File: src/rtl/pipelined_prefix_adder.sv
// pipelined_prefix_adder: pipelined Kogge-Stone adder/subtractor with valid/ready flow control
module pipelined_prefix_adder #(
    parameter int WIDTH = 16
) (
    input  logic             clk,
    input  logic             rst,
    input  logic             in_valid,
    output logic             in_ready,
    input  logic [WIDTH-1:0] X,
    input  logic [WIDTH-1:0] Y,
    input  logic             c_in,
    input  logic             sub,
    output logic             out_valid,
    input  logic             out_ready,
    output logic [WIDTH-1:0] S,
    output logic             c_out,
    output logic             ovf
);
    localparam int L = $clog2(WIDTH);
    // prefix positions -1..WIDTH-1 live at indices 0..WIDTH; index 0 holds the carry-in
    localparam int N = WIDTH + 1;

    logic [L+1:0]            v;
    logic [L+1:0]            ld;
    logic [L:0][N-1:0]       g_q;
    logic [L:0][N-1:0]       p_q;
    logic [L:1][N-1:0]       gn;
    logic [L:1][N-1:0]       pn;
    logic [L:0][WIDTH-1:0]   po_q;
    logic [L:0]              am_q;
    logic [L:0]              bm_q;
    logic [WIDTH-1:0]        b;
    logic [WIDTH-1:0]        s_n;
    logic                    c_n;
    logic                    o_n;

    // a stage loads when it is empty or everything downstream of it can move
    for (genvar k = 0; k <= L + 1; k++) begin : g_ld
        assign ld[k] = out_ready || !(&v[L+1:k]);
    end

    assign in_ready  = ld[0] && !rst;
    assign out_valid = v[L+1];
    assign b         = Y ^ {WIDTH{sub}};

    // Kogge-Stone levels; positions whose partner falls below the carry-in pass through
    for (genvar k = 1; k <= L; k++) begin : g_lvl
        for (genvar j = 0; j < N; j++) begin : g_pos
            if (j >= (1 << (k - 1))) begin : g_op
                assign gn[k][j] = g_q[k-1][j] | (p_q[k-1][j] & g_q[k-1][j-(1<<(k-1))]);
                assign pn[k][j] = p_q[k-1][j] & p_q[k-1][j-(1<<(k-1))];
            end else begin : g_pass
                assign gn[k][j] = g_q[k-1][j];
                assign pn[k][j] = p_q[k-1][j];
            end
        end
    end

    // c_out folds in the carry-in explicitly because for power-of-two widths the top group stops one short of it
    assign s_n = po_q[L] ^ g_q[L][WIDTH-1:0];
    assign c_n = g_q[L][WIDTH] | (p_q[L][WIDTH] & g_q[L][0]);
    assign o_n = (am_q[L] == bm_q[L]) && (s_n[WIDTH-1] != am_q[L]);

    // pipeline registers: each stage loads only when its enable allows
    always_ff @(posedge clk or posedge rst) begin
        if (rst) begin
            v     <= '0;
            g_q   <= '0;
            p_q   <= '0;
            po_q  <= '0;
            am_q  <= '0;
            bm_q  <= '0;
            S     <= '0;
            c_out <= 1'b0;
            ovf   <= 1'b0;
        end else begin
            if (ld[0]) begin
                v[0]    <= in_valid;
                g_q[0]  <= {X & b, c_in ^ sub};
                p_q[0]  <= {X ^ b, 1'b0};
                po_q[0] <= X ^ b;
                am_q[0] <= X[WIDTH-1];
                bm_q[0] <= b[WIDTH-1];
            end
            for (int k = 1; k <= L; k++) begin
                if (ld[k]) begin
                    v[k]    <= v[k-1];
                    g_q[k]  <= gn[k];
                    p_q[k]  <= pn[k];
                    po_q[k] <= po_q[k-1];
                    am_q[k] <= am_q[k-1];
                    bm_q[k] <= bm_q[k-1];
                end
            end
            if (ld[L+1]) begin
                v[L+1] <= v[L];
                S      <= s_n;
                c_out  <= c_n;
                ovf    <= o_n;
            end
        end
    end
endmodule
File: config.mk
export PLATFORM = sky130hd
export DESIGN_NAME = pipelined_prefix_adder
export DESIGN_NICKNAME = d
export VERILOG_FILES = /design/src/rtl/pipelined_prefix_adder.sv
export SDC_FILE = /design/constraint.sdc
export NUM_CORES = 1
export LEC_CHECK = 0
export ABC_CLOCK_PERIOD_IN_PS = 10840
export CORE_MARGIN = 5
export CORE_UTILIZATION = 55
export CTS_BUF_LIST = sky130_fd_sc_hd__clkbuf_4 sky130_fd_sc_hd__clkbuf_8
export DETAILED_ROUTE_END_ITERATION = 6
export GPL_ROUTABILITY_DRIVEN = 0
export PLACE_DENSITY = 0.87
export SLEW_MARGIN = 20
export SYNTH_ARGS = -nofsm -noshare
export SYNTH_HDL_FRONTEND = slang
export SYNTH_SLANG_ARGS = --single-unit
File: constraint.sdc
create_clock -name clk -period 10.84 [get_ports clk]
set_input_delay 2.71 -clock clk [delete_from_list [all_inputs] [get_ports clk]]
set_output_delay 2.71 -clock clk [all_outputs]
set_load 0.005 [all_outputs]
## Word-level counts from Yosys, hierarchy flattened

Cells that the tools add are included.
W data, S select, Z words.

- Reduce and logical (&&, ||, !) cells: 20
- Bitwise operators: 151
- Equal/unequal tests: 2

Operators with widths:

| operator | number |
|---|---|
| $and A1 B1 Y1 | 92 |
| $or A1 B1 Y1 | 54 |
| $xor A16 B16 Y16 | 3 |
| $and A16 B16 Y16 | 1 |
| $logic_not A1 Y1 | 7 |
| $logic_or A1 B1 Y1 | 6 |
| $reduce_and A6 Y1 | 1 |
| $reduce_and A5 Y1 | 1 |
| $reduce_and A4 Y1 | 1 |
| $reduce_and A3 Y1 | 1 |
| $logic_and A1 B1 Y1 | 2 |
| $reduce_and A2 Y1 | 1 |
| $eq A1 B1 Y1 | 1 |
| $ne A1 B1 Y1 | 1 |
| $xor A1 B1 Y1 | 1 |

- Output and inout bits: 20
- Word-level logic and storage cells: 206
- Flip-flop bits (word level): 237

## Longest topological paths before layout

- Depth after elaboration: 4
- Mapped depth: 7
- Gate-level depth less buffers: 3

## Least setup slack after synthesis

OpenSTA, ideal clock, no wires.

- Path kind: input -> output
- Start point: input out_ready
- End point: output in_ready
- Stages: 5
- Data arrival time: 3.526 ns
- Setup slack: 4.604 ns
- Cell sequence: and4b_1 > buf_4 > buf_2 > buf_2 > a31oi_1

- Longest elaborated chain between the ends: 2

Ends and longest elaborated chain:

| item | RTL line | source |
|---|---|---|
| start, declared | 14 | `input logic out_ready,` |
| $logic_or A1 B1 Y1 | 39 | `assign ld[k] = out_ready \|\| !(&v[L+1:k]);` |
| $logic_and A1 B1 Y1 | 42 | `assign in_ready = ld[0] && !rst;` |
| end, declared | 8 | `output logic in_ready,` |

No other way between the ends.

## Worst setup path after layout

Ends and elaborated chain as after synthesis.

==> results_dict.tcl <==
set metrics [dict create \
    route.detailed.wl_per_inst_um 17.48 \
    cts-buffers-inserted 37 \
    final_hold_violations 0 \
    drt_pre_antenna_iters 5 \
    numPortBuffers 57 \
    cellInternalPower_w 0.001913 \
    antenna_found_initial 0 \
    yosysSeqAreaShare_pct 61.29 \
    die_x_um 142.6 \
    finalSetupViolations 0 \
    postLayoutCellArea_mm2 0.01115 \
    timing.critical_path.required_ns 8.13 \
    drt_wl_total_um 19820 \
    number_of_standard_cell_rows_in_the_floorplan 48 \
    final_common_cell "dfrtp_1" \
    cts-htree-levels 2 \
    die_outline_area_mm2 0.02035 \
    fmaxAchievable_ghz 0.1378 \
    worst_hold_launch "am_q[3]" \
    syn_nets 884 \
    p_per_area_mw_per_mm2 242.7 \
    timing_worst_slew_pin_value_ns 0.9895 \
    max-clock-path-buffers 3 \
    clock_transition_at_the_register_clock_pins_on_the_worst_setup_and_hold_paths_after_cts_ns 0.06 \
    crit_type "in2out" \
    cell_total_after_placement 1071 \
    final-seq-area_mm2 0.005932 \
    element_type_at_the_critical_path_end "primary output" \
    fraction_of_the_cycle_the_final_worst_path_needs_pct 66.93 \
    post_dp_cell_area_mm2 0.01034 \
    design.core.area_mm2 0.01730 \
    num_antenna_cells 0 \
    post_cts.repair.setup_buffers 0 \
    crit_path_max_fanout 37 \
    nFillCells 1283 \
    finalHoldWorstSlack_ns 0.4618 \
    power.share.clock_pct 29.6 \
    grt_start_max_net_pins 106 \
    ys_seq_elements 237 \
    route.antenna.remaining_nets 0 \
    via_count_of_the_first_global_routing_pass 6551 \
    die_y_um 142.6 \
    cts.root.buffer_cell "clkbuf_8" \
    cts_sinks 237 \
    timing_max_transition_violations_final 0 \
    drcViolationCount 0 \
    net-switching-power_w 0.0007924 \
    syn_area_per_cell_um2 11.66 \
    drt-initial-drc-count 597 \
    rsz0062_at_grt "false" \
    boundaryPins 58 \
    static-leakage-power_nw 4.954 \
    multiInputGateArea_mm2 0.003482 \
    switching_share_pct 29.29 \
    crit-reg2reg-launch "v[5]" \
    num-nets-final 939 \
    final.setup_skew_ns 0.008979 \
    final_cells 1134 \
    postSynthCellCount 830 \
    detail_route.vias_per_cell 5.669 \
    worst_ep_arrival_time_ns 4.55 \
    timing.final.crit_period_ns 7.256 \
    cp-startpoint "out_ready" \
    area.growth.synth_to_final_pct 15.18 \
    synth_top_area_share_pct 61.29 \
    synth_top_cell_by_area "dfrtp_1" \
    worst_slew_margin_rel_pct 33.83 \
    synthesis.area_mm2 0.009677 \
    vdd_ir_drop_max_mv 0.1250 \
    yosysUniqueCellTypes 28 \
    post_synth_main_area_contributors "dfrtp_1, mux2_2, nand2_1, a21oi_1, nand3_1" \
    cts_tree "built" \
    worstSetupStartpointType "primary input" \
    globalRoute.totalOverflow 0 \
    hpwlAfterDp_um 12540 \
    yosysWarningCount 0 \
    starting_density_pct 55.95 \
    worst_skew_pair.late_latency_ns 0.50 \
    first_pass_grt_wire_length_um 33610 \
    timing.setup.tns_ns 0 \
    grt_util_all_layers_pct 20.22 \
    max_cap_viol_count 0 \
    power.share.combinational_pct 20.0 \
    worst_hold_path_type "reg2reg" \
    status "finished, final reports clean" \
    p_seq_share_pct 50.3 \
    fin_total_pwr_w 0.002706 \
    cts-resized-gates 0 \
    drive_above_1_share_pct 19.36 \
    routed-via-count 6429 \
    holdBufCountCts 0 \
    final_cell_mix "dfrtp_1, nand2_1, mux2_2, a21oi_1, nand3_1" \
]
[per-stage QoR]
stage | util [%] | setup WS (ns)
global route | 64.44 | 3.488
finish | 64.44 | 3.584
floorplan | - | 1.627
detailed placement | 59.76 | 3.630
CTS | 64.43 | 3.595
global placement | 59.76 | 3.664
[worst paths after layout]
kind                             to  slack (ns)  depth (start not counted)
max in group asynchronous      S[1]        5.96                          4
min reg2reg                 am_q[3]        0.46                          2
min in group asynchronous   po_q[4]        2.78                          2
max reg2reg                  g_q[5]        7.74                          4
max                        in_ready        3.58                          4
min                         am_q[3]        0.46                          2
[per-layer routing]
layer | up-vias | track usage [%] | wire length (um)
li1 | 2969 | - | -
met1 | 3203 | 29.44 | 8795
met2 | 216 | 31.92 | 9468
met3 | 41 | 3.382 | 1172
met4 | 0 | 5.603 | 383
met5 | - | 0 | 0
[critical path, stage by stage]
cell and delay (ns):
clkdlybuf4s50_1 0.45, and4b_4 0.69, a31oi_1 0.19, clkdlybuf4s50_1 0.48
[synthesized netlist by cell type]
cell type,n
nand4_4,1
and2_1,2
a31oi_1,1
clkbuf_1,18
a21oi_1,79
o21ai_1,3
o21ai_0,70
nand2_1,127
mux2_4,9
nand2b_1,7
dfrtp_1,237
buf_1,3
and2_4,1
nand4b_1,1
buf_4,2
xnor2_1,15
nand3_1,71
nand3b_1,1
mux2_2,92
and4b_1,1
nor2_1,26
xor2_1,18
o221ai_1,1
ha_1,16
buf_6,6
buf_2,15
inv_1,3
clkbuf_2,4
[layout make-up]
cell class | count | share of cell area [%]
Tap cell | 225 | 2.526
Clock buffer | 57 | 6.533
Inverter | 3 | 0.1684
Sequential cell | 237 | 53.22
Clock inverter | 6 | 0.7185
Timing Repair Buffer | 64 | 5.590
Multi-Input combinational cell | 542 | 31.24
[cell families (layout without fill, tap and decap cells)]
| family | Yosys count | after routing | synth area share, % |
|---|---|---|---|
| mux | 101 | 101 | 12.10 |
| simple gates | 238 | 238 | 10.77 |
| fa+ha+maj | 16 | 16 | 2.069 |
| flops | 237 | 237 | 61.29 |
| buf+inv | 51 | 130 | 2.767 |
| compound gates | 154 | 154 | 8.017 |
| xor+xnor | 33 | 33 | 2.987 |
[state kept, by name, summed over array words and instances, names as in the netlist]
name   flops
S         16
am_q       5
bm_q       5
c_out      1
g_q       85
ovf        1
p_q       38
po_q      80
v          6
[power groups by stage]
stage / Clock [W] / Sequential [W] / Combinational, W
after global placement: 0 / 0.00135 / 0.000517
after global routing: 0.000857 / 0.00139 / 0.000607
final: 0.000802 / 0.00136 / 0.000542
after CTS: 0.000818 / 0.00136 / 0.000548
after floorplan: 0 / 0.00130 / 0.000388
after detailed placement: 0 / 0.00137 / 0.000541
Note: power is estimated with default switching activity, not from simulation.
